--- src/rtl/hazard_ctrl_if.sv ---
// Hazard controller bundle: ID/EX observation inputs and stall/flush/bubble controls.
// The datapath side is the master; the hazard controller is the slave.
interface hazard_ctrl_if;
  logic        mem_read_ex;
  logic [4:0]  rt_ex;
  logic [4:0]  rs_id;
  logic [4:0]  rt_id;
  logic        muldiv_start_ex;
  logic        muldiv_op_id;
  logic        hilo_use_id;
  logic        branch_taken_id;
  logic        jump_id;
  logic        pc_write;
  logic        ifid_write;
  logic        ifid_flush;
  logic        idex_bubble;
  logic        muldiv_busy;
  logic        muldiv_done;
  logic [15:0] stall_cnt;

  modport master (
    output mem_read_ex, rt_ex, rs_id, rt_id, muldiv_start_ex, muldiv_op_id,
           hilo_use_id, branch_taken_id, jump_id,
    input  pc_write, ifid_write, ifid_flush, idex_bubble, muldiv_busy,
           muldiv_done, stall_cnt
  );

  modport slave (
    input  mem_read_ex, rt_ex, rs_id, rt_id, muldiv_start_ex, muldiv_op_id,
           hilo_use_id, branch_taken_id, jump_id,
    output pc_write, ifid_write, ifid_flush, idex_bubble, muldiv_busy,
           muldiv_done, stall_cnt
  );
endinterface

--- src/rtl/hazard_ctrl.sv ---
// Pipeline hazard/stall controller: load-use and HI/LO stalls, branch flush,
// mult/div busy sequencer and saturating stall-cycle counter.
//
// state | meaning
// IDLE  | busy_cnt == 0, no mult/div in flight
// BUSY  | busy_cnt != 0, counting down until HI/LO are valid
module hazard_ctrl #(
  parameter int MULDIV_CYCLES = 32,
  parameter int CNT_W         = 6
) (
  input  logic          clk,
  input  logic          rst,
  hazard_ctrl_if.slave  hz
);

  localparam logic [CNT_W-1:0] BUSY_LOAD = CNT_W'(MULDIV_CYCLES);
  localparam logic [CNT_W-1:0] BUSY_ONE  = CNT_W'(1);

  logic [CNT_W-1:0] busy_cnt_q, busy_cnt_d;
  logic             done_q, done_d;
  logic [15:0]      stall_cnt_q, stall_cnt_d;
  logic             busy;
  logic             load_use;
  logic             md_hazard;
  logic             stall;

  always_ff @(posedge clk or posedge rst) begin
    if (rst) begin
      busy_cnt_q  <= '0;
      done_q      <= 1'b0;
      stall_cnt_q <= '0;
    end else begin
      busy_cnt_q  <= busy_cnt_d;
      done_q      <= done_d;
      stall_cnt_q <= stall_cnt_d;
    end
  end

  assign busy      = (busy_cnt_q != '0);
  assign load_use  = hz.mem_read_ex & (hz.rt_ex != 5'd0) &
                     ((hz.rt_ex == hz.rs_id) | (hz.rt_ex == hz.rt_id));
  assign md_hazard = (busy | hz.muldiv_start_ex) & (hz.hilo_use_id | hz.muldiv_op_id);
  assign stall     = load_use | md_hazard;

  // A start while BUSY reloads the counter and drops the pending Done.
  always_comb begin
    busy_cnt_d  = busy_cnt_q;
    done_d      = 1'b0;
    stall_cnt_d = stall_cnt_q;
    if (hz.muldiv_start_ex) begin
      busy_cnt_d = BUSY_LOAD;
    end else if (busy) begin
      busy_cnt_d = busy_cnt_q - BUSY_ONE;
      done_d     = (busy_cnt_q == BUSY_ONE);
    end
    if (stall && (stall_cnt_q != 16'hFFFF))
      stall_cnt_d = stall_cnt_q + 16'd1;
  end

  // Stall wins over flush: branch operands may still be in flight.
  always_comb begin
    hz.pc_write    = ~stall;
    hz.ifid_write  = ~stall;
    hz.ifid_flush  = (hz.branch_taken_id | hz.jump_id) & ~stall;
    hz.idex_bubble = stall;
    hz.muldiv_busy = busy;
    hz.muldiv_done = done_q;
    hz.stall_cnt   = stall_cnt_q;
  end

endmodule

--- src/flat_wrapper.sv ---
// flat-port wrapper written by rule: the top's interface ports become plain ports
module hazard_ctrl_flat 
#(
  parameter int MULDIV_CYCLES = 32,
  parameter int CNT_W         = 6
)
  (clk, rst, hz_mem_read_ex, hz_rt_ex, hz_rs_id, hz_rt_id, hz_muldiv_start_ex, hz_muldiv_op_id, hz_hilo_use_id, hz_branch_taken_id, hz_jump_id, hz_pc_write, hz_ifid_write, hz_ifid_flush, hz_idex_bubble, hz_muldiv_busy, hz_muldiv_done, hz_stall_cnt);
  hazard_ctrl_if hz_i ();
  input  logic clk;
  input  logic rst;
  input wire logic [$bits(hz_i.mem_read_ex)-1:0] hz_mem_read_ex;
  input wire logic [$bits(hz_i.rt_ex)-1:0] hz_rt_ex;
  input wire logic [$bits(hz_i.rs_id)-1:0] hz_rs_id;
  input wire logic [$bits(hz_i.rt_id)-1:0] hz_rt_id;
  input wire logic [$bits(hz_i.muldiv_start_ex)-1:0] hz_muldiv_start_ex;
  input wire logic [$bits(hz_i.muldiv_op_id)-1:0] hz_muldiv_op_id;
  input wire logic [$bits(hz_i.hilo_use_id)-1:0] hz_hilo_use_id;
  input wire logic [$bits(hz_i.branch_taken_id)-1:0] hz_branch_taken_id;
  input wire logic [$bits(hz_i.jump_id)-1:0] hz_jump_id;
  output wire logic [$bits(hz_i.pc_write)-1:0] hz_pc_write;
  output wire logic [$bits(hz_i.ifid_write)-1:0] hz_ifid_write;
  output wire logic [$bits(hz_i.ifid_flush)-1:0] hz_ifid_flush;
  output wire logic [$bits(hz_i.idex_bubble)-1:0] hz_idex_bubble;
  output wire logic [$bits(hz_i.muldiv_busy)-1:0] hz_muldiv_busy;
  output wire logic [$bits(hz_i.muldiv_done)-1:0] hz_muldiv_done;
  output wire logic [$bits(hz_i.stall_cnt)-1:0] hz_stall_cnt;
  assign hz_i.mem_read_ex = hz_mem_read_ex;
  assign hz_i.rt_ex = hz_rt_ex;
  assign hz_i.rs_id = hz_rs_id;
  assign hz_i.rt_id = hz_rt_id;
  assign hz_i.muldiv_start_ex = hz_muldiv_start_ex;
  assign hz_i.muldiv_op_id = hz_muldiv_op_id;
  assign hz_i.hilo_use_id = hz_hilo_use_id;
  assign hz_i.branch_taken_id = hz_branch_taken_id;
  assign hz_i.jump_id = hz_jump_id;
  assign hz_pc_write = hz_i.pc_write;
  assign hz_ifid_write = hz_i.ifid_write;
  assign hz_ifid_flush = hz_i.ifid_flush;
  assign hz_idex_bubble = hz_i.idex_bubble;
  assign hz_muldiv_busy = hz_i.muldiv_busy;
  assign hz_muldiv_done = hz_i.muldiv_done;
  assign hz_stall_cnt = hz_i.stall_cnt;
  hazard_ctrl #(.MULDIV_CYCLES(MULDIV_CYCLES), .CNT_W(CNT_W)) u_core (.clk(clk), .rst(rst), .hz(hz_i));
endmodule
--- config.mk ---
export PLATFORM = sky130hd
export DESIGN_NAME = hazard_ctrl_flat
export DESIGN_NICKNAME = d
export VERILOG_FILES = /design/src/rtl/hazard_ctrl_if.sv /design/src/rtl/hazard_ctrl.sv /design/src/flat_wrapper.sv
export SDC_FILE = /design/constraint.sdc
export NUM_CORES = 1
export LEC_CHECK = 0
export BUFFER_PORTS_ARGS = -buffer_cell sky130_fd_sc_hd__buf_2
export CORE_MARGIN = 2
export CORE_UTILIZATION = 31
export CTS_CLUSTER_DIAMETER = 40
export CTS_CLUSTER_SIZE = 28
export DETAILED_ROUTE_END_ITERATION = 6
export SLEW_MARGIN = 40
export SYNTH_ARGS = -nofsm -noshare
export SYNTH_HDL_FRONTEND = slang
export SYNTH_SLANG_ARGS = --single-unit
export TNS_END_PERCENT = 30
--- constraint.sdc ---
create_clock -name clk -period 2.4 [get_ports clk]
set_input_delay 0.24 -clock clk [delete_from_list [all_inputs] [get_ports clk]]
set_output_delay 0.24 -clock clk [all_outputs]
set_load 0.02 [all_outputs]
==> reports/qor.txt, run 1 <==
status = complete, but fails checks
failing checks = hold timing
most frequent cells after synthesis = xor2_1, dfrtp_1, nor2_1
Synth Instances = 146
Area Overhead vs Synth = 21.2%
DRC = 0
DR WL/cell = 12.3 um
final WL = 2970 um
Bufs and invs on worst path = 2
filler cell count = 438
power consumption = 1.42 mW
VDD IR max = 0.519 mV
Detail Route Antenna Nets = 0
Syn Std Cell Area = 0.00144 mm^2
share of post-route cells with drive strength above 1 = 32.1%
worst-margin pin slew = 0.595 ns
Final GP Congestion = 0.788
Post-Place Worst Slack = 0.361 ns
Antenna diodes = 0
crit path capture type = output port
Die Height = 72.2 um
clk sinks = 23
max_slew headroom = 60.1%
Fin. Hold Viols = 21
synthesized area per cell = 9.87 um^2
row count = 24
vias in the first global route = 1106
GRT Util Overall = 12.1%
synthesized net count = 173
Slowest-stage cell, CP = dfrtp_1
worst skew pair latency = 0.26 ns
most common cell in the netlist = xor2_1
pwr dens = 815 mW/mm^2
worst reg2reg path startpoint = u_core.hz.stall_cnt[1]
Setup WS post-layout = 0.245 ns
H-Tree Depth = 1
largest net degree at the start of global routing = 24
Crit path max-delay family = compound AO/OA/AOI/OAI gates
CP max stage delay = 0.40 ns
HPWL Detailed = 2230 um
minimum clock period = 2.16 ns
Register Area = 576 um^2
Setup violations, final = 0
Final nets = 218
IO Count = 45
setup TNS = 0 ns
DRT Pass-1 Iters = 4
RSZ-0062 raised after global routing = no
Primary FF master, synth = dfrtp_1
first-pass GRT wire length = 5030 um
Fmax achieved = 0.464 GHz
initial core utilization = 32.7%
Core Region = 0.00441 mm^2
post-synth cell types = 40
CTS tree = built
Max-cap violations = 0
post-CTS setup buffers = 0
CP max FO = 7
Yosys reg bits = 23
synth warn = 0
async set or reset register ratio after synthesis = 100%
Setup Skew = 0.00434 ns
number of port buffers = 44
post-synthesis sequential area ratio = 39.9%
cts bufs inserted = 3
CTS Root Cell = clkbuf_8
initial DRC count = 90
Post-CTS Hold Fix Bufs = 0
Pins Over Slew Limit = 0
initial antenna violation count = 0
DIE WIDTH = 72.2 um
largest cells by area after synthesis = dfrtp_1, xor2_1, ha_1, nor2_1, nor3_1
top cell type's share of synthesized area = 39.9%
Worst-path clk slew = 0.08 ns
clk buf depth = 2
Pleak = 0.870 nW
Die ar. = 0.00521 mm^2
Final period util = 89.8%
Synth area leader = dfrtp_1
EDFF count, synth = 0
worst hold slack = -0.00701 ns
Critical path origin = u_core.busy_cnt_q[0]
DR vias/cell = 4.93
WS Path Type = reg -> out
worst endpoint required time = 2.16 ns
DR vias = 1192
gr ovfl total = 0
Min-Delay Path Class = in -> async
CP Cell Sequence = inv_1, ha_1, nor2b_1, a21o_1, o21ai_0, nor2_1, buf_2
WP data arrival = 1.92 ns
area occupied by multi-input gates = 806 um^2
startpoint types = flop
post-CTS resize count = 0
## logic make-up (layout without fill, tap and decap cells)
kind of cell               after synthesis  in the layout  synth area share, %
and+or+nand+nor                         64             64                 26.2
xor gates and xnor gates                26             26                 15.8
DFF                                     23             23                 39.9
AOI/OAI and AO/OA                       15             15                 8.68
buffers and inverters                   12             56                 4.17
adders and majority gates                4              4                 3.47
muxes                                    2              2                 1.74
## state kept, by name, indices dropped and copies added, names as in the netlist
name and count:
u_core.busy_cnt_q 6, u_core.hz.muldiv_done 1, u_core.hz.stall_cnt 16
## final cells by class
| type | count | area share (%) |
|---|---|---|
| tap | 52 | 3.72 |
| clock buffer | 3 | 2.36 |
| timing repair buffer | 45 | 13.0 |
| inverter | 7 | 1.50 |
| clock inverter | 1 | 0.287 |
| multi-input combinational | 111 | 46.1 |
| sequential | 23 | 33.0 |
## path summary, 6_finish.rpt
| check | endpoint | slack [ns] | cells past startpoint |
|---|---|---|---|
| hold reg to reg | u_core.hz.stall_cnt[15] | 0.49 | 1 |
| setup reg to reg | u_core.hz.stall_cnt[1] | 0.34 | 6 |
| min in group clk | u_core.busy_cnt_q[0] | 0.23 | 2 |
| max in group asynchronous | u_core.hz.stall_cnt[14] | 2.07 | 2 |
| setup / recovery | hz_ifid_flush | 0.24 | 7 |
| hold / removal | u_core.hz.stall_cnt[0] | -0.007 | 2 |
## cell usage in the layout, fill, tap and decap left out, types with 3 or more instances in the layout
master    count
o21ai_0       3
inv_1         6
nor2_1       13
dfrtp_1      23
or4_1         4
xor2_1       24
nand4_1       4
buf_2        44
clkbuf_8      3
ha_1          4
nor4_1        5
and2_1        3
nand3_1       6
nor3_1        7
nand2_1       8
## through the flow
step	cells	area (um^2)	util, %
2_1_floorplan	146	1440	-
3_3_place_gp	238	1700	38.5
3_5_place_dp	238	1700	38.5
4_1_cts	242	1750	39.6
5_1_grt	242	1750	39.6
6_report	242	1750	39.6
## worst reg2reg max path: cells and delay by family (launching register included)
kind	cells	cell delay, ns
AO/OA/AOI/OAI	1	0.55
multiplexers	1	0.31
AND/OR/NAND/NOR	3	0.49
flip-flops	1	0.42
adder cells (fa/ha/maj)	1	0.18
## power breakdown
| part | switching, mW | leakage, nW | internal, mW | total, mW |
|---|---|---|---|---|
| Clock | 0.123 | 0.0255 | 0.116 | 0.239 |
| Combinational | 0.328 | 0.556 | 0.249 | 0.577 |
| Sequential | 0.120 | 0.289 | 0.488 | 0.608 |
| Total | 0.571 | 0.870 | 0.853 | 1.42 |
## routing by layer
metal / global-route usage (%) / up-vias / share of wire [%]
met3: 3.89 / 2 / 4.7
met2: 20.2 / 23 / 49
met5: 0 / - / 0
li1: - / 601 / -
met4: 1.26 / 0 / 0.13
met1: 15.9 / 566 / 46
Note: power is estimated with default switching activity, not from simulation.
==> run 2: changes to the inputs <==
--- a/config.mk
+++ b/config.mk
@@ -5,12 +5,14 @@
 export SDC_FILE = /design/constraint.sdc
 export NUM_CORES = 1
 export LEC_CHECK = 0
+export ABC_AREA = 1
 export BUFFER_PORTS_ARGS = -buffer_cell sky130_fd_sc_hd__buf_2
 export CORE_MARGIN = 2
 export CORE_UTILIZATION = 31
 export CTS_CLUSTER_DIAMETER = 40
 export CTS_CLUSTER_SIZE = 28
 export DETAILED_ROUTE_END_ITERATION = 6
+export MAX_ROUTING_LAYER = met4
 export SLEW_MARGIN = 40
 export SYNTH_ARGS = -nofsm -noshare
 export SYNTH_HDL_FRONTEND = slang
==> run 2 against run 1 <==
Total power is 2.5% lower. Clock power about the same. Synthesized cell count increased by 58%. Worst hold slack got worse by 0.0049 ns. Design area increased by 11%. The flow still finishes with violations (hold timing). Largest cell class unchanged. Via count increased by 29%. Largest power group unchanged. First-iteration DRC count decreased by 46%. Synthesized area increased by 13%. Maximum frequency rose by 3.0%. Critical endpoint unchanged. Global-route usage increased by 0.63 points. Combinational power fell by 2%.
==> reports/qor.txt, run 2 <==
status = complete, but fails checks (unchanged)
failing checks = hold timing (unchanged)
Synth area leader = dfrtp_1 (unchanged)
largest cells by area after synthesis = dfrtp_1, nand2_1, nand3_1, inv_1, xor2_1 (was dfrtp_1, xor2_1, ha_1, nor2_1, nor3_1)
CP max FO = 12 (was 7)
RSZ-0062 raised after global routing = no (unchanged)
Setup Skew = 0.00623 ns (was 0.00434 ns)
Slowest-stage cell, CP = dfrtp_1 (unchanged)
Post-CTS Hold Fix Bufs = 0 (unchanged)
Final period util = 87.2% (was 89.8%)
DRC = 0 (unchanged)
Internal = 805 uW (was 853 uW)
final WL = 3570 um (was 2970 um)
largest net degree at the start of global routing = 24 (unchanged)
number of port buffers = 44 (unchanged)
Placed Cells = 340 (was 238)
Yosys reg bits = 23 (unchanged)
multiplexer share of the synthesized area = 0% (was 1.74%)
pwr dens = 714 mW/mm^2 (was 815 mW/mm^2)
Core Region = 0.00507 mm^2 (was 0.00441 mm^2)
adder-cell share of the synthesized area = 3.08% (was 3.47%)
gr ovfl total = 0 (unchanged)
synth warn = 0 (unchanged)
Antenna diodes = 0 (unchanged)
area share of xor/xnor cells in the synthesized design = 7.54% (was 15.8%)
Comb pwr share = 40.8% (was 40.5%)
vias in the first global route = 1428 (was 1106)
worst skew pair latency = 0.26 ns (about the same)
initial core utilization = 32.1% (was 32.7%)
GRT Util Overall = 12.7% (was 12.1%)
Setup violations, final = 0 (unchanged)
most frequent cells after synthesis = nand2_1, inv_1, nand3_1 (was xor2_1, dfrtp_1, nor2_1)
CP max stage delay = 0.40 ns (about the same)
post-synth cell types = 26 (was 40)
H-Tree Depth = 1 (unchanged)
power consumption = 1.39 mW (was 1.42 mW)
Synth Instances = 231 (was 146)
initial antenna violation count = 0 (unchanged)
async set or reset register ratio after synthesis = 100% (unchanged)
most common cell in the netlist = nand2_1 (was xor2_1)
WS Path Type = reg -> out (unchanged)
share of post-route cells with drive strength above 1 = 22.2% (was 32.1%)
Syn Std Cell Area = 0.00163 mm^2 (was 0.00144 mm^2)
post-synthesis sequential area ratio = 35.4% (was 39.9%)
CTS Root Cell = clkbuf_8 (unchanged)
Detail Route Antenna Nets = 0 (unchanged)
final std cells w/o fill = 345 (was 242)
Worst-path clk slew = 0.08 ns (about the same)
max reg flops = 16 (unchanged)
clock power share = 17.1% (was 16.8%)
worst hold slack = -0.0120 ns (was -0.00701 ns)
Sw Pwr = 583 uW (was 571 uW)
clk sinks = 23 (unchanged)
most frequent cells in the layout = nand2_1, buf_2, inv_1 (was buf_2, xor2_1, dfrtp_1)
first-pass GRT wire length = 6000 um (was 5030 um)
cts bufs inserted = 3 (unchanged)
clk buf depth = 2 (unchanged)
minimum clock period = 2.09 ns (was 2.16 ns)
IO Count = 45 (unchanged)
Flop pwr share = 42.0% (was 42.7%)
row count = 26 (was 24)
crit path capture type = output port (unchanged)
Die ar. = 0.00584 mm^2 (was 0.00521 mm^2)
worst-margin pin slew = 0.479 ns (was 0.595 ns)
Pins Over Slew Limit = 0 (unchanged)
main combinational cell family by area after synthesis = simple AND/OR/NAND/NOR gates (unchanged)
post-CTS setup buffers = 0 (unchanged)
Net Sw Frac = 42.0% (was 40.1%)
CP Cell Sequence = inv_1, ha_1, inv_1, nor2_1, nand2_1, o21ai_2, nand2_4, nor2_1, buf_2 (was inv_1, ha_1, nor2b_1, a21o_1, o21ai_0, nor2_1, buf_2)
synthesized area per cell = 7.04 um^2 (was 9.87 um^2)
Final GP Congestion = 0.818 (was 0.788)
top cell type's share of synthesized area = 35.4% (was 39.9%)
startpoint types = flop (unchanged)
Min-Delay Path Class = in -> async (unchanged)
synthesized net count = 258 (was 173)
Max-cap violations = 0 (unchanged)
Fin. Hold Viols = 23 (was 21)
DR WL/cell = 10.3 um (was 12.3 um)
setup TNS = 0 ns (unchanged)
commonest non-fill, non-tap cell in the layout = nand2_1 (was buf_2)
Die Height = 76.4 um (was 72.2 um)
worst endpoint required time = 2.16 ns (about the same)
EDFF count, synth = 0 (unchanged)
Final nets = 303 (was 218)
DRT Pass-1 Iters = 4 (unchanged)
HPWL Detailed = 2670 um (was 2230 um)
max_slew headroom = 68.0% (was 60.1%)
DIE WIDTH = 76.4 um (was 72.2 um)
DR vias = 1541 (was 1192)
DR vias/cell = 4.47 (was 4.93)
Fmax achieved = 0.478 GHz (was 0.464 GHz)
VDD IR max = 0.387 mV (was 0.519 mV)
compound-gate portion of the synthesized area = 2.85% (was 8.68%)
CTS tree = built (unchanged)
Post-Synth Simple-Gate Area = 39.8% (was 26.2%)
Pleak = 1.13 nW (was 0.870 nW)
filler cell count = 558 (was 438)
Primary FF master, synth = dfrtp_1 (unchanged)
initial DRC count = 49 (was 90)
WP data arrival = 1.85 ns (was 1.92 ns)
Area Overhead vs Synth = 19.5% (was 21.2%)
## run 2: cell types whose count changed after synthesis, sizes merged, moves of 2 or more
cell    delta
nand2     +76
inv       +29
nand3     +22
xor2      -14
nor4       -7
nor2       +5
or4        -5
and2       -3
nor3       -3
and4       -2
buf        +2
clkbuf     -2
xnor2      +2
## run 2: cells by family after synthesis
family,after synthesis
compound gates,8
xor+xnor,14
fa+ha+maj,4
buf+inv,41
flops,23
simple gates,141
## run 2: cell type report
class	count	area, um^2	share of cell area, %
multi-input cells	168	881	45.3
flip-flops and latches	23	576	29.6
repair buffers	44	220	11.3
inverters	36	135	6.95
well taps	70	87.6	4.50
clock buffers	4	45.0	2.32
## run 2: layer usage
layer,global-route usage (%),wire [um],up-vias
met5,-,0,-
met4,2.18,21,0
met3,2.84,149,4
met2,22.7,1770,34
met1,14.9,1630,702
li1,-,-,801
## run 2: final timing paths
path                            slack [ns]                    from  cells after the start                      end
max in group asynchronous             2.08                     rst                      2  u_core.hz.stall_cnt[14]
worst min register to register        0.51    u_core.busy_cnt_q[3]                      1     u_core.busy_cnt_q[3]
worst min-delay path                 -0.01                     rst                      2  u_core.hz.stall_cnt[12]
worst max-delay path                  0.31    u_core.busy_cnt_q[0]                      9            hz_ifid_flush
worst max register to register        0.65  u_core.hz.stall_cnt[0]                     10  u_core.hz.stall_cnt[11]
min in group clk                      0.14      hz_muldiv_start_ex                      2     u_core.busy_cnt_q[3]
## run 2: power by group through the flow
stage	logic (mW)	clock network (mW)	registers (mW)
after floorplan	0.370	0	0.633
after global placement	0.549	0	0.589
after detailed placement	0.561	0	0.590
after CTS	0.564	0.254	0.583
after global routing	0.648	0.274	0.602
final	0.567	0.238	0.583
## run 2: critical path, delay by kind of cell (launching register included)
family / cells / cell delay [ns]
AOI/OAI and AO/OA: 1 / 0.13
adders and majority gates: 1 / 0.16
buffers and inverters: 3 / 0.36
DFF: 1 / 0.40
and+or+nand+nor: 4 / 0.55
## run 2: timing repair
| action | CTS | global route |
|---|---|---|
| endpoints found under the setup margin | 0 | 4 |
| resized for setup | 0 | 3 |
| hold endpoints to repair | 0 | 0 |
## run 2: metrics by stage
stage / setup WS [ns] / util [%] / instance area, um^2 / hold slack, ns
after floorplan: 0.494 / - / 1630 / 0.242
after global placement: 0.503 / 37.1 / 1880 / 0.426
after global routing: 0.138 / 38.3 / 1940 / 0.0262
final: 0.307 / 38.3 / 1940 / -0.0120
after detailed placement: 0.396 / 37.1 / 1880 / 0.306
after CTS: 0.101 / 38.0 / 1930 / 0.0110
